===== src/rtl/cnt_meter_pkg.sv =====
// Shared helpers for the cnt_meter period meter.
// The match counter is sized for the largest legal lock threshold (15).
package cnt_meter_pkg;

  localparam int unsigned MCNT_W = 4;

  // Next match count: restart at 1 on a new period, otherwise count up and saturate at lockN.
  function automatic logic [MCNT_W-1:0] nextMatch(
    input logic [MCNT_W-1:0] mcnt,
    input logic              same,
    input logic [MCNT_W-1:0] lockN
  );
    if (!same || (mcnt == '0)) begin
      return MCNT_W'(1);
    end
    if (mcnt >= lockN) begin
      return lockN;
    end
    return mcnt + MCNT_W'(1);
  endfunction

endpackage


===== src/rtl/cnt_meter.sv =====
// Measures the spacing of tick pulses on i in clock cycles and reports lock
// once lock_n consecutive measurements agree; ovf flags a gap too long to measure.
module cnt_meter #(
  parameter int width  = 32,
  parameter int lock_n = 4
) (
  input  logic             clk,
  input  logic             rst,
  input  logic             i,
  output logic [width-1:0] period,
  output logic             valid,
  output logic             locked,
  output logic             ovf
);
  import cnt_meter_pkg::*;

  typedef enum logic {
    IDLE = 1'b0,
    MEAS = 1'b1
  } state_t;

  localparam logic [width-1:0]  ACC_MAX = '1;
  localparam logic [width-1:0]  ACC_ONE = width'(1);
  localparam logic [MCNT_W-1:0] LOCK_N  = MCNT_W'(lock_n);

  state_t            r_state;
  logic [width-1:0]  r_acc;
  logic [MCNT_W-1:0] r_mcnt;
  logic [width-1:0]  r_period;
  logic              r_valid;
  logic              r_locked;
  logic              r_ovf;

  state_t            w_stateNxt;
  logic [width-1:0]  w_accNxt;
  logic [MCNT_W-1:0] w_mcntNxt;
  logic [width-1:0]  w_periodNxt;
  logic              w_validNxt;
  logic              w_lockedNxt;
  logic              w_ovfNxt;

  always_ff @(posedge clk) begin
    if (rst) begin
      r_state  <= IDLE;
      r_acc    <= '0;
      r_mcnt   <= '0;
      r_period <= '0;
      r_valid  <= 1'b0;
      r_locked <= 1'b0;
      r_ovf    <= 1'b0;
    end else begin
      r_state  <= w_stateNxt;
      r_acc    <= w_accNxt;
      r_mcnt   <= w_mcntNxt;
      r_period <= w_periodNxt;
      r_valid  <= w_validNxt;
      r_locked <= w_lockedNxt;
      r_ovf    <= w_ovfNxt;
    end
  end

  // acc only reaches ACC_MAX together with ovf, so an event with ovf clear always has a measurable acc.
  always_comb begin
    w_stateNxt  = r_state;
    w_accNxt    = r_acc;
    w_mcntNxt   = r_mcnt;
    w_periodNxt = r_period;
    w_validNxt  = 1'b0;
    w_lockedNxt = r_locked;
    w_ovfNxt    = r_ovf;

    case (r_state)
      IDLE: begin
        if (i) begin
          w_stateNxt = MEAS;
          w_accNxt   = ACC_ONE;
        end
      end
      MEAS: begin
        if (i) begin
          w_accNxt = ACC_ONE;
          if (r_ovf) begin
            w_ovfNxt = 1'b0;
          end else begin
            w_periodNxt = r_acc;
            w_validNxt  = 1'b1;
            w_mcntNxt   = nextMatch(r_mcnt, (r_acc == r_period), LOCK_N);
            w_lockedNxt = (w_mcntNxt == LOCK_N);
          end
        end else if (r_acc != ACC_MAX) begin
          w_accNxt = r_acc + ACC_ONE;
          if (r_acc == (ACC_MAX - ACC_ONE)) begin
            w_ovfNxt    = 1'b1;
            w_lockedNxt = 1'b0;
            w_mcntNxt   = '0;
          end
        end
      end
      default: begin
        w_stateNxt = IDLE;
      end
    endcase
  end

  assign period = r_period;
  assign valid  = r_valid;
  assign locked = r_locked;
  assign ovf    = r_ovf;

endmodule


===== config.mk =====
export PLATFORM = sky130hd
export DESIGN_NAME = cnt_meter
export DESIGN_NICKNAME = d
export VERILOG_FILES = /design/src/rtl/cnt_meter_pkg.sv /design/src/rtl/cnt_meter.sv
export SDC_FILE = /design/constraint.sdc
export NUM_CORES = 1
export LEC_CHECK = 0
export CAP_MARGIN = 10
export CORE_MARGIN = 2
export CORE_UTILIZATION = 31
export DETAILED_ROUTE_END_ITERATION = 8
export DONT_BUFFER_PORTS = 1
export PLACE_DENSITY = 0.44
export SLEW_MARGIN = 10
export SYNTH_ARGS = -nofsm -noshare
export SYNTH_HDL_FRONTEND = slang
export SYNTH_SLANG_ARGS = --single-unit

===== constraint.sdc =====
create_clock -name clk -period 2.55 [get_ports clk]
set_clock_uncertainty 0.05 [all_clocks]
set_input_delay 0.6375 -clock clk [delete_from_list [all_inputs] [get_ports clk]]
set_output_delay 0.6375 -clock clk [all_outputs]
set_load 0.1 [all_outputs]

==> flow_metrics.env, run 1 <==
export IMPL_status="completed"
export IMPL_power_frac_seq_pct=44.6
export IMPL_cp_start_kind="register"
export IMPL_clk_pin_slew_ns=0.06
export IMPL_diodes=0
export IMPL_synth_compound_area_share_pct=16.9
export IMPL_synth_avg_cell_area_um2=8.13
export IMPL_ys_ff_latch=72
export IMPL_cts_buffers=9
export IMPL_area_growth_pct=21.9
export IMPL_synthMuxAreaShare_pct=0.553
export IMPL_yosys_cell_count_top_type="nand2_1"
export IMPL_r2r_start="r_acc[24]"
export IMPL_vias=3293
export IMPL_die_w_um=112
export IMPL_crit_path_top_delay_cell="or4_4"
export IMPL_p_comb_share_pct=3.6
export IMPL_arrival_ns=2.53
export IMPL_ant_nets=0
export IMPL_r2r_end="r_acc[29]"
export IMPL_synth_top_cell_area_share_pct=39.8
export IMPL_antenna_found_initial=0
export IMPL_rows=39
export IMPL_hold_viol_final=0
export IMPL_peakVddDrop_v=0.000268
export IMPL_power_per_cell_area_mw_per_mm2=578
export IMPL_die_area_mm2=0.0125
export IMPL_initial_utilization_pct=31.7
export IMPL_synth_area_leaders="dfxtp_1 40%, nand2_1 8.9%, a21oi_1 8.2%"
export IMPL_tightestPinTransition_ns=0.698
export IMPL_synth_xor_area_share_pct=8.47
export IMPL_cts_buffer_depth=2
export IMPL_grt_pass1_wl_um=17200
export IMPL_io_pin_count=38
export IMPL_slew_headroom_pct=53.2
export IMPL_min_path_type="in -> reg"
export IMPL_place_area_mm2=0.00410
export IMPL_cts_repair_timing_setup_buffer_count=0
export IMPL_drive_above_1_share_pct=17.5
export IMPL_nNetsFinal=490
export IMPL_fp_dieH_um=112
export IMPL_synthFlopType="dfxtp_1"
export IMPL_crit_type="reg -> reg"
export IMPL_yosysSeqAreaShare_pct=39.8
export IMPL_grt_overflow_total=0
export IMPL_synth_cell_types=48
export IMPL_final_area_mm2=0.00441
export IMPL_post_cts_resized=0
export IMPL_grt_start_max_net_pins=42
export IMPL_gp_congestion=0.794
export IMPL_report_final_slew_viol_count=0
export IMPL_cp_slowest_stage_delay_ns=0.63
export IMPL_p_leak_nw=1.55
export IMPL_syn_area_mm2=0.00362
export IMPL_p_int_mw=1.99
export IMPL_clkPwrFrac_pct=51.8
export IMPL_synthSimpleGateAreaFrac_pct=27.7
export IMPL_wire_per_inst_um=16.8
export IMPL_cts_tree="built"
export IMPL_min_period_ns=2.31
export IMPL_syn_nets=452
export IMPL_fin_hold_ws_ns=0.306
export IMPL_swShare_pct=21.9
export IMPL_io_buffers=0
export IMPL_cp_endpoint="r_acc[29]"
export IMPL_synthAdderAreaFrac_pct=1.38
export IMPL_cts_num_sinks=72
export IMPL_via_per_inst=5.23
export IMPL_power_switching_uw=558
export IMPL_reg2reg_setup_slack_ns=0.24
export IMPL_htreeDepth=3
export IMPL_drtIter0Drc=176
export IMPL_synth_top_family_by_area="simple AND/OR/NAND/NOR gates"
export IMPL_fin_cells=630
export IMPL_ys_top_cells_by_count="86 x nand2_1, 72 x dfxtp_1, 59 x a21oi_1"
export IMPL_root_buffer="clkbuf_16"
export IMPL_clk_latency_ns=0.34
export IMPL_fin_tns_setup_ns=0
export IMPL_grt_use_total_pct=17.7
export IMPL_synth_edff_count=0
export IMPL_hpwl_um=7500
export IMPL_setup_violations=0
export IMPL_wirelength_um=10600
export IMPL_post_route_period_util_pct=90.6
export IMPL_core_area_mm2=0.0114
export IMPL_fmax_mhz=433
export IMPL_drc=0
export IMPL_place_inst=615
export IMPL_yosysWarnings=0
export IMPL_yosys_area_top_type="dfxtp_1"
export IMPL_first_pass_iters=4
export IMPL_startpoint="r_acc[24]"
export IMPL_cp_cell_sequence="nand4_2 -> or4_4 -> or3_1 -> nand4_1 -> mux2i_1"
export IMPL_grt_pass1_vias=3178
export IMPL_synth_async_reset_ratio_pct=0
export IMPL_cp_end_kind="register"
export IMPL_maxCapViolations=0
export IMPL_cts_hold_buf=0
export IMPL_worstPathRequired_ns=2.77
export IMPL_rsz0062_at_grt="no"
export IMPL_ff2ff_path_depth=5
export IMPL_synth_cells=445
export IMPL_cp_max_fo=10
[cells in the final DEF (no fill, tap or decap), types with 2 or more instances in the layout]
master	n
a31oi_1	2
or4_1	13
a22o_1	3
mux2i_1	2
nor3_1	6
dfxtp_1	72
buf_4	62
a21oi_1	59
nand3b_1	2
and3_1	5
a41o_1	2
o41ai_1	2
nor2_1	13
clkbuf_8	3
and4_1	5
nor4_1	4
ha_1	4
nand4_1	24
o21ai_0	5
and2_1	5
nand2_1	86
nor3_2	2
clkbuf_16	9
inv_1	5
o21ai_1	5
xnor2_1	28
nand3_1	8
xor2_1	7
or3_1	13
o31ai_1	12
[flip-flops by register name (all words and copies together) (netlist names)]
register / cells
period: 32
r_acc: 32
r_mcnt: 4
locked: 1
ovf: 1
r_state: 1
valid: 1
[per-stage QoR]
| step | setup WS (ns) | total power, mW | utilization, % |
|---|---|---|---|
| floorplan | 0.226 | 1.23 | - |
| global placement | 0.297 | 1.25 | 35.9 |
| detailed placement | 0.250 | 1.25 | 35.9 |
| CTS | 0.227 | 2.58 | 38.6 |
| global route | 0.0400 | 2.64 | 38.6 |
| finish | 0.239 | 2.55 | 38.6 |
[cells by family after synthesis]
family	after synthesis
flops	72
xor+xnor	35
buf+inv	40
simple gates	193
mux	2
fa+ha+maj	4
compound gates	99
[power by group through the flow]
stage          sequential (mW)  combinational (mW)  clock [mW]
2_1_floorplan             1.17              0.0595           0
3_3_place_gp              1.16              0.0913           0
3_5_place_dp              1.16              0.0913           0
4_1_cts                   1.14              0.0920        1.35
5_1_grt                   1.14               0.101        1.40
6_report                  1.14              0.0907        1.32
[worst max-delay path: cells and delay by family (launching register included)]
kind          cells  cell delay (ns)
flops             1             0.49
mux               1             0.20
simple gates      4             1.50
[layer usage]
layer | wire length [um] | vias to the layer above | track usage [%]
met4 | 123 | 0 | 5.04
met2 | 4760 | 45 | 27.3
met1 | 5280 | 1563 | 24.3
li1 | - | 1675 | -
met5 | 0 | - | 0
met3 | 423 | 10 | 5.18
[final cells by class]
type                            count  area (um^2)
Clock buffer                       13          270
Clock inverter                      2         37.5
Fill cell                        1169         7010
Inverter                            5         18.8
Multi-Input combinational cell    333         2000
Sequential cell                    72         1440
Tap cell                          143          179
Timing Repair Buffer               62          465
[how the worst min path moves through the flow]
| stage | from | end | cells after the start |
|---|---|---|---|
| after floorplan | r_mcnt[2] | r_mcnt[2] | 1 |
| after global placement | r_mcnt[2] | r_mcnt[2] | 1 |
| after detailed placement | locked | locked | 1 |
| after CTS | rst | period[6] | 1 |
| after global routing | rst | period[28] | 1 |
| final | rst | period[28] | 1 |
Power figures use the tool's default switching activity.
==> run 2, diff against run 1 <==
- CORE_UTILIZATION: 31 -> 63
- PLACE_DENSITY: 0.44 -> 0.8
- SKIP_CTS_REPAIR_TIMING: default -> 1
==> flow_metrics.env, run 2 (same netlist as run 1, synthesis figures left out) <==
export IMPL_cp_end_kind="register"
export IMPL_arrival_ns=2.54
export IMPL_drc=0
export IMPL_status="completed"
export IMPL_io_buffers=0
export IMPL_crit_type="reg -> reg"
export IMPL_grt_pass1_wl_um=15100
export IMPL_via_per_inst=6.25
export IMPL_die_w_um=79.8
export IMPL_tightestPinTransition_ns=0.699
export IMPL_die_area_mm2=0.00636
export IMPL_first_pass_iters=8
export IMPL_nNetsFinal=484
export IMPL_maxCapViolations=0
export IMPL_place_area_mm2=0.00394
export IMPL_cts_num_sinks=72
export IMPL_grt_overflow_total=0
export IMPL_vias=3458
export IMPL_total_power_mw=2.11
export IMPL_p_leak_nw=1.46
export IMPL_cts_buffers=9
export IMPL_worstPathRequired_ns=2.78
export IMPL_initial_utilization_pct=65.3
export IMPL_htreeDepth=3
export IMPL_final_cell_mix="86 x nand2_1, 72 x dfxtp_1, 59 x a21oi_1"
export IMPL_wirelength_um=9660
export IMPL_fin_hold_ws_ns=0.292
export IMPL_wire_per_inst_um=17.5
export IMPL_grt_use_total_pct=31.1
export IMPL_cts_tree="built"
export IMPL_rows=27
export IMPL_diodes=0
export IMPL_drtIter0Drc=360
export IMPL_io_pin_count=38
export IMPL_hold_viol_final=0
export IMPL_fmax_mhz=434
export IMPL_gp_congestion=0.952
export IMPL_fin_tns_setup_ns=0
export IMPL_fp_dieH_um=79.8
export IMPL_final_area_mm2=0.00415
export IMPL_final_common_cell="nand2_1"
export IMPL_rsz0062_at_grt="no"
export IMPL_antenna_found_initial=0
export IMPL_grt_start_max_net_pins=42
export IMPL_peakVddDrop_v=0.000388
export IMPL_clk_latency_ns=0.35
export IMPL_post_route_period_util_pct=90.3
export IMPL_cts_buffer_depth=2
export IMPL_slew_headroom_pct=53.1
export IMPL_min_path_type="in -> reg"
export IMPL_setup_violations=0
export IMPL_grt_pass1_vias=3078
export IMPL_root_buffer="clkbuf_8"
export IMPL_core_area_mm2=0.00554
export IMPL_cp_max_fo=10
export IMPL_report_final_slew_viol_count=0
export IMPL_ant_nets=0
export IMPL_clk_pin_slew_ns=0.08
export IMPL_area_growth_pct=14.8
export IMPL_cp_start_kind="register"
export IMPL_hpwl_um=6610
export IMPL_min_period_ns=2.30
export IMPL_fin_util_pct=75.0
export IMPL_drive_above_1_share_pct=16.4
export IMPL_power_per_cell_area_mw_per_mm2=507
run 2: cell count changes in the layout (fill, tap and decap cells not counted):
cell | before | now
buf_4 | 62 | 56
clkbuf_8 | 3 | 10
clkbuf_16 | 9 | 0
clkinvlp_4 | 1 | 0
clkinv_2 | 0 | 3
run 2: worst paths after layout:
check	slack (ns)	cells after the start	end	startpoint
hold / removal	0.29	1	period[2]	rst
setup reg to reg	0.25	5	r_acc[29]	r_acc[24]
hold reg to reg	0.45	1	r_mcnt[2]	r_mcnt[2]
setup / recovery	0.25	5	r_acc[29]	r_acc[24]
run 2: through the flow:
stage	instances	setup slack (ns)
6_report	553	0.248
3_5_place_dp	534	0.288
4_1_cts	549	0.243
3_3_place_gp	534	0.354
5_1_grt	553	0.118
2_1_floorplan	445	0.226
run 2: area by class of cell:
class | count | area [um^2]
well taps | 72 | 90.1
clock buffers | 11 | 141
flip-flops and latches | 72 | 1440
clock inverters | 4 | 45.0
inverters | 5 | 18.8
fillers | 429 | 1390
multi-input cells | 333 | 2000
repair buffers | 56 | 420
run 2: power breakdown:
part           total, mW  switching [mW]  internal, mW
clock network      0.883           0.415         0.469
logic             0.0868          0.0633        0.0235
registers           1.14         0.00619          1.13
total               2.11           0.484          1.62
run 2: critical path: stages (launching register included):
cell and delay [ns]:
dfxtp_1 0.51, nand4_2 0.15, or4_4 0.63, or3_1 0.52, nand4_1 0.19, mux2i_1 0.19
run 2: routing by layer:
layer  vias to the layer above  wire length, um  track usage, %
met3                        32              716            8.14
li1                       1654                -               -
met2                       149             4510            49.7
met5                         -                0               0
met1                      1623             4130            39.6
met4                         0              301            13.9
==> run 3, diff against run 2 <==
- CAP_MARGIN: 10 -> 0
==> results of run 3 <==
Final layout, timing and power as in run 2 (identical DEF).
